--- src/rtl/constraint_merge_pkg.sv ---
// Shared solver types: merge FSM states, counter widths and a saturating helper.
package constraint_merge_pkg;

    typedef enum logic [1:0] {
        ST_IDLE  = 2'd0,
        ST_RUN   = 2'd1,
        ST_DRAIN = 2'd2,
        ST_DONE  = 2'd3
    } state_t;

    localparam int SEEN_W = 32;
    localparam int PASS_W = 16;

    localparam logic [SEEN_W-1:0] SEEN_ONE = 32'd1;
    localparam logic [SEEN_W-1:0] SEEN_MAX = 32'hFFFF_FFFF;
    localparam logic [PASS_W-1:0] PASS_ONE = 16'd1;

    function automatic logic [SEEN_W-1:0] seen_inc(input logic [SEEN_W-1:0] v);
        if (v == SEEN_MAX) begin
            return v;
        end else begin
            return v + SEEN_ONE;
        end
    endfunction

endpackage

--- src/rtl/constraint_merge_idx_fifo.sv ---
// First-word-fall-through FIFO of accepted candidate indices.
// Pointers carry one extra wrap bit so full and empty are distinguishable.
module idx_fifo #(
    parameter int IDX_W = 16,
    parameter int DEPTH = 4
) (
    input  logic             clk,
    input  logic             rst_n,
    input  logic             push,
    input  logic [IDX_W-1:0] push_data,
    input  logic             pop,
    output logic             full,
    output logic             empty,
    output logic [IDX_W-1:0] head
);

    localparam int AW    = $clog2(DEPTH);
    localparam int PTR_W = AW + 1;
    localparam logic [PTR_W-1:0] PTR_ONE = {{(PTR_W-1){1'b0}}, 1'b1};

    logic [IDX_W-1:0] mem_r [DEPTH];
    logic [PTR_W-1:0] wr_ptr_r;
    logic [PTR_W-1:0] rd_ptr_r;
    logic             full_s;
    logic             empty_s;
    logic             wr_en_s;
    logic             rd_en_s;

    assign empty_s = (wr_ptr_r == rd_ptr_r);
    assign full_s  = (wr_ptr_r[PTR_W-1] != rd_ptr_r[PTR_W-1]) &&
                     (wr_ptr_r[AW-1:0] == rd_ptr_r[AW-1:0]);
    // A push while full is only legal when the head leaves in the same cycle.
    assign wr_en_s = push && (!full_s || pop);
    assign rd_en_s = pop && !empty_s;

    assign full  = full_s;
    assign empty = empty_s;
    assign head  = empty_s ? {IDX_W{1'b0}} : mem_r[rd_ptr_r[AW-1:0]];

    // Pointer update; reset empties the FIFO immediately.
    always_ff @(posedge clk or negedge rst_n) begin
        if (!rst_n) begin
            wr_ptr_r <= {PTR_W{1'b0}};
            rd_ptr_r <= {PTR_W{1'b0}};
        end else begin
            if (wr_en_s) begin
                wr_ptr_r <= wr_ptr_r + PTR_ONE;
            end
            if (rd_en_s) begin
                rd_ptr_r <= rd_ptr_r + PTR_ONE;
            end
        end
    end

    // Storage write; contents are don't-care until the pointers cover them.
    always_ff @(posedge clk) begin
        if (wr_en_s) begin
            mem_r[wr_ptr_r[AW-1:0]] <= push_data;
        end
    end

endmodule

--- src/rtl/constraint_merge.sv ---
// Merges per-split constraint results: forwards indices of candidates that
// satisfy every split until the requested number of passes has been collected.
module constraint_merge
    import constraint_merge_pkg::*;
#(
    parameter int NUM_SPLITS = 8,
    parameter int IDX_W      = 16,
    parameter int DEPTH      = 4
) (
    input  logic                  clk,
    input  logic                  rst_n,
    input  logic                  start,
    input  logic [PASS_W-1:0]     target,
    input  logic                  in_valid,
    output logic                  in_ready,
    input  logic [IDX_W-1:0]      in_idx,
    input  logic [NUM_SPLITS-1:0] in_sat,
    output logic                  out_valid,
    input  logic                  out_ready,
    output logic [IDX_W-1:0]      out_idx,
    output logic [SEEN_W-1:0]     seen_cnt,
    output logic [PASS_W-1:0]     pass_cnt,
    output logic                  busy,
    output logic                  done
);

    state_t              state_r;
    state_t              state_nxt_s;
    logic [PASS_W-1:0]   target_r;
    logic [SEEN_W-1:0]   seen_cnt_r;
    logic [PASS_W-1:0]   pass_cnt_r;

    logic in_ready_s;
    logic busy_s;
    logic done_s;
    logic xfer_s;
    logic all_sat_s;
    logic push_s;
    logic pop_s;
    logic last_pass_s;
    logic start_take_s;
    logic fifo_full_s;
    logic fifo_empty_s;

    assign xfer_s       = in_valid && in_ready_s;
    assign all_sat_s    = &in_sat;
    assign push_s       = xfer_s && all_sat_s;
    assign pop_s        = !fifo_empty_s && out_ready;
    assign last_pass_s  = push_s && ((pass_cnt_r + PASS_ONE) == target_r);
    assign start_take_s = start && ((state_r == ST_IDLE) || (state_r == ST_DONE));

    idx_fifo #(
        .IDX_W (IDX_W),
        .DEPTH (DEPTH)
    ) u_idx_fifo (
        .clk       (clk),
        .rst_n     (rst_n),
        .push      (push_s),
        .push_data (in_idx),
        .pop       (pop_s),
        .full      (fifo_full_s),
        .empty     (fifo_empty_s),
        .head      (out_idx)
    );

    // State register.
    always_ff @(posedge clk or negedge rst_n) begin
        if (!rst_n) begin
            state_r <= ST_IDLE;
        end else begin
            state_r <= state_nxt_s;
        end
    end

    // Next-state logic; a zero target completes without ever accepting input.
    always_comb begin
        state_nxt_s = state_r;
        case (state_r)
            ST_IDLE, ST_DONE: begin
                if (start) begin
                    state_nxt_s = (target == {PASS_W{1'b0}}) ? ST_DONE : ST_RUN;
                end else begin
                    state_nxt_s = state_r;
                end
            end
            ST_RUN: begin
                if (last_pass_s) begin
                    state_nxt_s = ST_DRAIN;
                end else begin
                    state_nxt_s = state_r;
                end
            end
            ST_DRAIN: begin
                if (fifo_empty_s) begin
                    state_nxt_s = ST_DONE;
                end else begin
                    state_nxt_s = state_r;
                end
            end
            default: state_nxt_s = ST_IDLE;
        endcase
    end

    // Output decode from the state register and the registered FIFO flags.
    always_comb begin
        in_ready_s = 1'b0;
        busy_s     = 1'b0;
        done_s     = 1'b0;
        case (state_r)
            ST_RUN: begin
                in_ready_s = !fifo_full_s;
                busy_s     = 1'b1;
            end
            ST_DRAIN: busy_s = 1'b1;
            ST_DONE:  done_s = 1'b1;
            ST_IDLE:  busy_s = 1'b0;
            default:  busy_s = 1'b0;
        endcase
    end

    // Run counters and latched target; cleared only when a start is honoured.
    always_ff @(posedge clk or negedge rst_n) begin
        if (!rst_n) begin
            target_r   <= {PASS_W{1'b0}};
            seen_cnt_r <= {SEEN_W{1'b0}};
            pass_cnt_r <= {PASS_W{1'b0}};
        end else if (start_take_s) begin
            target_r   <= target;
            seen_cnt_r <= {SEEN_W{1'b0}};
            pass_cnt_r <= {PASS_W{1'b0}};
        end else if (xfer_s) begin
            seen_cnt_r <= seen_inc(seen_cnt_r);
            if (all_sat_s) begin
                pass_cnt_r <= pass_cnt_r + PASS_ONE;
            end
        end
    end

    assign in_ready  = in_ready_s;
    assign out_valid = !fifo_empty_s;
    assign seen_cnt  = seen_cnt_r;
    assign pass_cnt  = pass_cnt_r;
    assign busy      = busy_s;
    assign done      = done_s;

endmodule
--- config.mk ---
export PLATFORM = sky130hd
export DESIGN_NAME = constraint_merge
export DESIGN_NICKNAME = d
export VERILOG_FILES = /design/src/rtl/constraint_merge_pkg.sv /design/src/rtl/constraint_merge_idx_fifo.sv /design/src/rtl/constraint_merge.sv
export SDC_FILE = /design/constraint.sdc
export NUM_CORES = 1
export LEC_CHECK = 0
export BUFFER_PORTS_ARGS = -buffer_cell sky130_fd_sc_hd__buf_2
export CORE_MARGIN = 2
export CORE_UTILIZATION = 52
export DETAILED_ROUTE_END_ITERATION = 8
export PLACE_DENSITY = 0.84
export SYNTH_ARGS = -nofsm -noshare
export SYNTH_HDL_FRONTEND = slang
export SYNTH_SLANG_ARGS = --single-unit
export TNS_END_PERCENT = 10
--- constraint.sdc ---
create_clock -name clk -period 3.5 [get_ports clk]
set_input_delay 1.05 -clock clk [delete_from_list [all_inputs] [get_ports clk]]
set_output_delay 1.05 -clock clk [all_outputs]
set_load 0.01 [all_outputs]
==> results_dict.tcl, run 1 <==
set metrics [dict create \
    multi_input_area_mm2 0.002819 \
    netlist_instances 585 \
    io_buffers 112 \
    htreeDepth 4 \
    power_density_mw_per_mm2 670.7 \
    critPathKind "reg -> out" \
    total_power_mw 5.456 \
    ys_ff_latch 136 \
    regArea_mm2 0.003724 \
    drt_wl_total_mm 16.13 \
    yosys.area_share.simple 0.1876 \
    cp.arrival_ns 2.11 \
    route.vias.total 5138 \
    wire_per_inst_um 18.04 \
    report.final.slew_viol_count 0 \
    synth_top_area_cell "edfxtp_1" \
    maxCapViolCount 0 \
    status "finished clean" \
    yosysTopAreaCellShare 0.2873 \
    synthAdderAreaFrac 0.02058 \
    hpwlAfterDp_mm 11.04 \
    crit_chain "buf_4 > mux4_1 > and2_1 > buf_2" \
    drive_above_1_share 0.2601 \
    setup_tns_ns 0 \
    antenna_left 0 \
    syn_area_per_cell_um2 11.43 \
    clk_pin_slew_worst_paths_ns 0.06 \
    synthFlopType "dfrtp_1" \
    dieArea_mm2 0.01379 \
    die_h_um 117.4 \
    cts_resized 0 \
    endpoint_kind "output pin" \
    synth-edff-count 64 \
    holdCritPathClass "reg -> reg" \
    syn-cell-area_mm2 0.006689 \
    yosysWarnings 0 \
    critPathRequiredTime_ns 2.45 \
    cts_max_path_buffers 2 \
    die_x_um 117.4 \
    start_util 0.5322 \
    clockRootBuffer "clkbuf_16" \
    synth_mux_area_frac 0.06210 \
    cp-start-kind "flop" \
    cts_buffers 17 \
    dr.pass1.iters 5 \
    grt_max_degree 59 \
    final_common_cell "buf_2" \
    antenna_found_initial 4 \
    pre_cts_slack_ns 0.1176 \
    synthArstFlopShare 0.5294 \
    netlist_top_cells_area "edfxtp_1 (29%), dfrtp_1 (27%), nand2_1 (4.8%), xnor2_1 (4.7%), mux4_2 (3.4%)" \
    leakage_nw 3.509 \
    fin_crit_sh 0.9032 \
    post-route-min-period_ns 3.161 \
    drt_iter0_drc 479 \
    worstMarginPinSlew_ns 0.8461 \
    slowest_delay_ns 0.63 \
    crit_slowest_cell "mux4_1" \
    grt_pass1_vias 5135 \
    insertion_delay_ns 0.43 \
    finClkSkew_ns 0.007214 \
    core_mm2 0.01257 \
    stdcell_area_mm2 0.008134 \
    rsz0062_at_grt "false" \
    ir_drop_mv 0.6560 \
    synth_nets 641 \
    synth_compound_area_frac 0.07033 \
    drt-vias-per-instance 5.747 \
    grt_pass1_wl_mm 26.14 \
    synth_top_family_by_area "simple AND/OR/NAND/NOR gates" \
    drc_errors 0 \
    layout.cells.non_filler 894 \
    fmax_ghz 0.3163 \
    dpl-instance-area_mm2 0.007488 \
    final_cell_mix "buf_2 (112), nand2_1 (86), dfrtp_1 (72)" \
    syn2layout_area_growth_pct 21.60 \
    fin_ws_ns 0.3387 \
    final-setup-viol-count 0 \
    cts_setup_buffers 0 \
    globalplace.congestion 0.9063 \
    ys_seq_area_frac 0.5567 \
    hold_buffers 0 \
    cp_max_fo 18 \
    hold_viol 0 \
    crit_buf_inv 2 \
    crit_family "multiplexers" \
    grt-ovfl-total 0 \
    io_pins 113 \
    synth.distinct_cells 53 \
    placementRows 41 \
    tritoncts "yes" \
    track_usage 0.2444 \
    nFillCells 933 \
    cts.sinks 136 \
    relSlewSlack 0.4285 \
    placed_cells 859 \
    fin_nets 762 \
    synth_xor_area_frac 0.07969 \
]
[report_power, final]
group	switching, mW	internal [mW]	total, mW
combinational	0.923	0.664	1.59
clock	0.721	1.21	1.93
sequential	0.125	1.81	1.94
[per-layer routing]
metal  part of all wire  wire length (um)  global-route usage  up-vias
met2               0.51              8220              0.4141      190
met1               0.39              6321              0.2811     2527
met3              0.071              1141             0.08901       45
li1                   -                 -                   -     2374
met4              0.027               436              0.1017        2
met5            0.00062                10                   0        -
[stage by stage]
stage	hold WS (ns)	utilization
CTS	0.4919	0.6466
floorplan	0.4607	-
global route	0.5096	0.6470
finish	0.4917	0.6472
detailed placement	0.4844	0.5958
global placement	0.4768	0.5958
[synth_stat cells (all sizes together), types with 5 or more instances]
library cell / n
nand2: 86
dfrtp: 72
edfxtp: 64
nor2: 55
xnor2: 37
and2: 25
xor2: 23
nand3: 21
clkbuf: 20
nand4: 18
a21oi: 16
mux4: 16
nor4: 12
ha: 11
inv: 10
nor3: 9
a31o: 8
and3: 8
o21ai: 8
a211oi: 7
or4: 7
buf: 6
a31oi: 5
[registers in the layout, summed over array words and instances (netlist names)]
| name | cells |
|---|---|
| seen_cnt | 32 |
| target_r | 16 |
| state_r | 2 |
| u_idx_fifo.mem_r | 64 |
| pass_cnt | 16 |
| u_idx_fifo.rd_ptr_r | 3 |
| u_idx_fifo.wr_ptr_r | 3 |
[cell families (layout without fill, tap and decap cells)]
logic type,Yosys count,count (layout)
simple gates,257,257
flops,136,136
compound gates,66,66
xor+xnor,60,60
buf+inv,36,170
mux,19,19
fa+ha+maj,11,11
other cells,0,3
[final cells by class]
cell class / instances / share of cell area
flip-flops and latches: 136 / 0.4578
repair buffers: 128 / 0.08522
well taps: 172 / 0.02646
diodes: 3 / 0.0009229
inverters: 10 / 0.004615
clock buffers: 18 / 0.05276
clock inverters: 14 / 0.02569
multi-input cells: 413 / 0.3466
[path summary, 6_finish.rpt]
path / depth (start not counted) / end / slack [ns] / start
max in group asynchronous: 2 / pass_cnt[9] / 2.31 / rst_n
max: 4 / out_idx[1] / 0.34 / u_idx_fifo.rd_ptr_r[0]
min in group asynchronous: 1 / seen_cnt[16] / 0.53 / rst_n
min reg2reg: 1 / u_idx_fifo.rd_ptr_r[2] / 0.49 / u_idx_fifo.rd_ptr_r[2]
max reg2reg: 8 / state_r[0] / 0.57 / state_r[1]
min: 1 / u_idx_fifo.rd_ptr_r[2] / 0.49 / u_idx_fifo.rd_ptr_r[2]
[worst reg2reg max path: cells and delay by family, from the launching register on]
| kind | cells | cell delay (ns) |
|---|---|---|
| buf+inv | 1 | 0.10 |
| simple gates | 4 | 1.64 |
| fa+ha+maj | 1 | 0.19 |
| compound gates | 2 | 0.48 |
| flops | 1 | 0.42 |
(Power assumes the default switching activity.)
==> run 2, diff against run 1 <==
--- a/config.mk
+++ b/config.mk
@@ -9,7 +9,7 @@
 export CORE_MARGIN = 2
 export CORE_UTILIZATION = 52
 export DETAILED_ROUTE_END_ITERATION = 8
-export PLACE_DENSITY = 0.84
+export PLACE_DENSITY = 0.75
 export SYNTH_ARGS = -nofsm -noshare
 export SYNTH_HDL_FRONTEND = slang
 export SYNTH_SLANG_ARGS = --single-unit
==> results_dict.tcl, run 2 (synthesis gave the netlist of run 1 again) <==
set metrics [dict create \
    fmax_ghz 0.3229 \
    dieArea_mm2 0.01379 \
    antenna_left 0 \
    syn2layout_area_growth_pct 21.46 \
    die_h_um 117.4 \
    cts_max_path_buffers 2 \
    cts_setup_buffers 0 \
    io_buffers 112 \
    hold_buffers 0 \
    die_x_um 117.4 \
    p_sw_mw 1.699 \
    cts_resized 0 \
    hold_viol 0 \
    endpoint_kind "output pin" \
    setup_tns_ns 0 \
    hpwlAfterDp_mm 10.86 \
    placementRows 41 \
    maxCapViolCount 0 \
    final-setup-viol-count 0 \
    report.final.slew_viol_count 0 \
    tritoncts "yes" \
    cp_max_fo 16 \
    layout.cells.non_filler 894 \
    drt-vias-per-instance 5.666 \
    total_power_mw 5.313 \
    netSwitchingFraction 0.3199 \
    whs_ns 0.4888 \
    p_seq_frac 0.366 \
    nFillCells 982 \
    holdCritPathClass "reg -> reg" \
    antenna_found_initial 1 \
    power.internal_mw 3.614 \
    cp.arrival_ns 2.05 \
    drc_errors 0 \
    cts_buffers 17 \
    start_util 0.5322 \
    wire_per_inst_um 17.16 \
    relSlewSlack 0.4500 \
    grt-ovfl-total 0 \
    core_mm2 0.01257 \
    stdcell_area_mm2 0.008124 \
    cts.sinks 136 \
    insertion_delay_ns 0.42 \
    drt_wl_total_mm 15.34 \
    drive_above_1_share 0.2618 \
    dpl-instance-area_mm2 0.007523 \
    worstMarginPinSlew_ns 0.8142 \
    grt_max_degree 40 \
    clockRootBuffer "clkbuf_16" \
    power_density_mw_per_mm2 654.0 \
    track_usage 0.2322 \
    leakage_nw 3.504 \
    ir_drop_mv 0.4434 \
    rsz0062_at_grt "false" \
    post-route-min-period_ns 3.097 \
    io_pins 113 \
    grt_pass1_wl_mm 25.26 \
    cp-start-kind "flop" \
    drt_iter0_drc 445 \
    largest_register_ffs 64 \
    globalplace.congestion 0.9577 \
    p_comb_frac 0.298 \
    fin_nets 765 \
    critPathRequiredTime_ns 2.45 \
    dr.pass1.iters 5 \
    route.vias.total 5065 \
    final_cell_mix "buf_2 (112), nand2_1 (86), dfrtp_1 (72)" \
    finClkSkew_ns 0.009071 \
    status "finished clean" \
    fin_crit_sh 0.8848 \
    grt_pass1_vias 5067 \
    diodes 0 \
    critPathKind "reg -> out" \
    htreeDepth 4 \
    placed_cells 862 \
    p_clk_frac 0.337 \
    clk_pin_slew_worst_paths_ns 0.05 \
    final_common_cell "buf_2" \
]
-- run 2: changes by cell type in the layout (fill, tap and decap cells not counted) --
| cell | previous run | this run |
|---|---|---|
| diode_2 | 3 | 0 |
| inv_6 | 6 | 3 |
| buf_4 | 15 | 17 |
| clkinv_2 | 0 | 2 |
| buf_12 | 1 | 2 |
| bufinv_16 | 4 | 3 |
| clkinv_1 | 0 | 1 |
| clkinv_4 | 2 | 3 |
| clkinvlp_4 | 1 | 2 |
| inv_8 | 1 | 0 |
-- run 2: worst paths after layout --
check / from / to / slack, ns / cells after the start
hold / removal: u_idx_fifo.rd_ptr_r[2] / u_idx_fifo.rd_ptr_r[2] / 0.49 / 1
max in group asynchronous: rst_n / seen_cnt[15] / 2.19 / 2
setup reg to reg: state_r[1] / state_r[0] / 0.56 / 8
hold reg to reg: u_idx_fifo.rd_ptr_r[2] / u_idx_fifo.rd_ptr_r[2] / 0.49 / 1
min in group asynchronous: rst_n / pass_cnt[6] / 0.52 / 1
setup / recovery: u_idx_fifo.wr_ptr_r[1] / out_idx[13] / 0.40 / 5
-- run 2: power by group through the flow --
stage	clock (mW)	combinational (mW)	sequential [mW]
finish	1.79	1.58	1.94
global route	1.88	1.73	1.96
CTS	1.82	1.60	1.94
detailed placement	0	1.58	1.97
global placement	0	1.54	1.96
floorplan	0	1.09	1.94
-- run 2: layout make-up --
type / count / area, um^2 / share of cell area
Tap cell: 172 / 215.2 / 0.02649
Clock inverter: 14 / 171.4 / 0.02110
Clock buffer: 18 / 429.2 / 0.05283
Sequential cell: 136 / 3724 / 0.4583
Timing Repair Buffer: 131 / 728.2 / 0.08963
Inverter: 10 / 37.54 / 0.004620
Multi-Input combinational cell: 413 / 2819 / 0.3470
-- run 2: worst max-delay path: stages (launching register included) --
cell and delay [ns]:
dfrtp_1 0.43, xnor2_1 0.34, nand3b_1 0.27, buf_4 0.28, and2_1 0.16, buf_2 0.14
-- run 2: metrics by stage --
stage / setup slack (ns) / util
6_report: 0.4031 / 0.6464
3_3_place_gp: 0.2396 / 0.5986
5_1_grt: 0.3006 / 0.6464
3_5_place_dp: 0.1985 / 0.5986
2_1_floorplan: 0.3209 / -
4_1_cts: 0.3798 / 0.6464
-- run 2: layer usage --
metal  track usage  routed length (um)  vias to the layer above
met3       0.06469                1011                       29
met5             0                  11                        -
met1        0.2881                6280                     2472
met2        0.3801                7642                      182
met4        0.1062                 396                        2
li1              -                   -                     2380
==> run 3, diff against run 2 <==
--- a/config.mk
+++ b/config.mk
@@ -9,6 +9,7 @@
 export CORE_MARGIN = 2
 export CORE_UTILIZATION = 52
 export DETAILED_ROUTE_END_ITERATION = 8
+export GPL_TIMING_DRIVEN = 0
 export PLACE_DENSITY = 0.75
 export SYNTH_ARGS = -nofsm -noshare
 export SYNTH_HDL_FRONTEND = slang
==> results_dict.tcl, run 3 (synthesis gave the netlist of run 1 again) <==
set metrics [dict create \
    status "finished clean" \
    tritoncts "yes" \
    die_h_um 117.4 \
    io_pins 113 \
    report.final.slew_viol_count 0 \
    pre_cts_slack_ns -0.3978 \
    antenna_left 0 \
    fin_ws_ns 0.1299 \
    relSlewSlack 0.3723 \
    antenna_found_initial 0 \
    hold_viol 0 \
    clockRootBuffer "clkbuf_16" \
    die_x_um 117.4 \
    drt_wl_total_mm 16.01 \
    r2r_setup_slack_ns 0.26 \
    final-setup-viol-count 0 \
    dpl-instance-area_mm2 0.007467 \
    holdCritPathClass "reg -> reg" \
    track_usage 0.2425 \
    drc_errors 0 \
    syn2layout_area_growth_pct 20.41 \
    rsz0062_at_grt "true" \
    clk_pin_slew_worst_paths_ns 0.06 \
    route.vias.total 5084 \
    drt_iter0_drc 466 \
    r2r_end "u_idx_fifo.mem_r[1][14]" \
    wire_per_inst_um 17.77 \
    hpwlAfterDp_mm 11.07 \
    largest_register_ffs 64 \
    final_cell_mix "buf_2 (111), nand2_1 (86), dfrtp_1 (72)" \
    dieArea_mm2 0.01379 \
    power_density_mw_per_mm2 655.9 \
    diodes 0 \
    holdPathStages 2 \
    rr_worst_depth 7 \
    regArea_mm2 0.003724 \
    ir_drop_mv 0.5920 \
    core_mm2 0.01257 \
    fin_crit_sh 0.9629 \
    cp.arrival_ns 2.32 \
    post-route-min-period_ns 3.370 \
    globalplace.congestion 0.9008 \
    io_buffers 112 \
    start_util 0.5322 \
    final_common_cell "buf_2" \
    endpoint_kind "output pin" \
    critPathRequiredTime_ns 2.45 \
    layout.cells.non_filler 901 \
    grt_pass1_vias 5108 \
    grt-ovfl-total 0 \
    multi_input_area_mm2 0.002823 \
    r2r-start "state_r[1]" \
    setup_tns_ns 0 \
    cts_max_path_buffers 2 \
    finClkSkew_ns 0.01742 \
    htreeDepth 4 \
    cp-start-kind "flop" \
    min-delay-start "target_r[0]" \
    min_to "target_r[0]" \
    placementRows 41 \
    leakage_nw 3.450 \
    nFillCells 985 \
    grt_pass1_wl_mm 25.93 \
    placed_cells 869 \
    stdcell_area_mm2 0.008054 \
    fmax_ghz 0.2967 \
    whs_ns 0.4973 \
    drive_above_1_share 0.2442 \
    worstMarginPinSlew_ns 0.9416 \
    dr.pass1.iters 7 \
    fin_nets 772 \
    cts.sinks 136 \
    grt_max_degree 73 \
    maxCapViolCount 0 \
    cp_max_fo 10 \
    cts_buffers 17 \
    insertion_delay_ns 0.43 \
    cts_setup_buffers 0 \
    drt-vias-per-instance 5.643 \
    critPathKind "reg -> out" \
]
==> run 3: cell types whose count changed in the layout (fill, tap and decap cells not counted), sizes merged <==
| cell | before | now |
|---|---|---|
| clkbuf | 18 | 38 |
| bufinv | 3 | 1 |
| inv | 13 | 16 |
| buf | 131 | 117 |
| clkdlybuf4s15 | 0 | 1 |
| clkinvlp | 2 | 1 |
==> run 3: cell type report <==
cell class / instances / area share
sequential: 136 / 0.4623
multi-input combinational: 413 / 0.3505
timing repair buffer: 112 / 0.06991
clock buffer: 18 / 0.05329
tap: 172 / 0.02672
clock inverter: 14 / 0.01709
buffer: 26 / 0.01554
inverter: 10 / 0.004661
==> run 3: worst max path at each step <==
stage | from | endpoint | slack, ns
detailed placement | in_valid | u_idx_fifo.mem_r[1][7] | -0.40
finish | u_idx_fifo.rd_ptr_r[0] | out_idx[10] | 0.13
floorplan | in_valid | state_r[0] | 0.32
global placement | in_valid | u_idx_fifo.mem_r[0][7] | -0.29
CTS | state_r[1] | u_idx_fifo.mem_r[2][4] | 0.005
global route | u_idx_fifo.wr_ptr_r[2] | out_idx[11] | -0.001
==> run 3: report_power, final <==
| part | leakage (nW) | total, mW | switching [mW] | internal [mW] |
|---|---|---|---|---|
| logic | 1.64 | 1.63 | 0.947 | 0.681 |
| registers | 1.53 | 1.94 | 0.129 | 1.81 |
| clock network | 0.278 | 1.71 | 0.722 | 0.992 |
| total | 3.45 | 5.28 | 1.80 | 3.48 |
==> run 3: timing repair <==
action	4_1_cts	5_1_grt
setup endpoints to repair	41	25
resized for setup	5	2
pin swaps	0	0
hold buffers	0	0
==> run 3: critical path: stages (launching register included) <==
cell	delay (ns)
dfrtp_1	0.37
buf_6	0.18
clkdlybuf4s15_2	0.46
mux4_2	0.58
and2_1	0.17
buf_2	0.13
==> run 3: per-stage QoR <==
step	power (mW)	util
2_1_floorplan	3.025	-
3_3_place_gp	3.525	0.5939
3_5_place_dp	3.568	0.5941
4_1_cts	5.308	0.6401
5_1_grt	5.539	0.6408
6_report	5.282	0.6408
==> run 3: layer usage <==
metal  vias up  share of wire  track usage
met5         -              0            0
met4         0          0.022      0.09789
met3        25          0.062      0.07150
met2       190           0.50       0.4031
met1      2470           0.42       0.2983
li1       2399              -            -
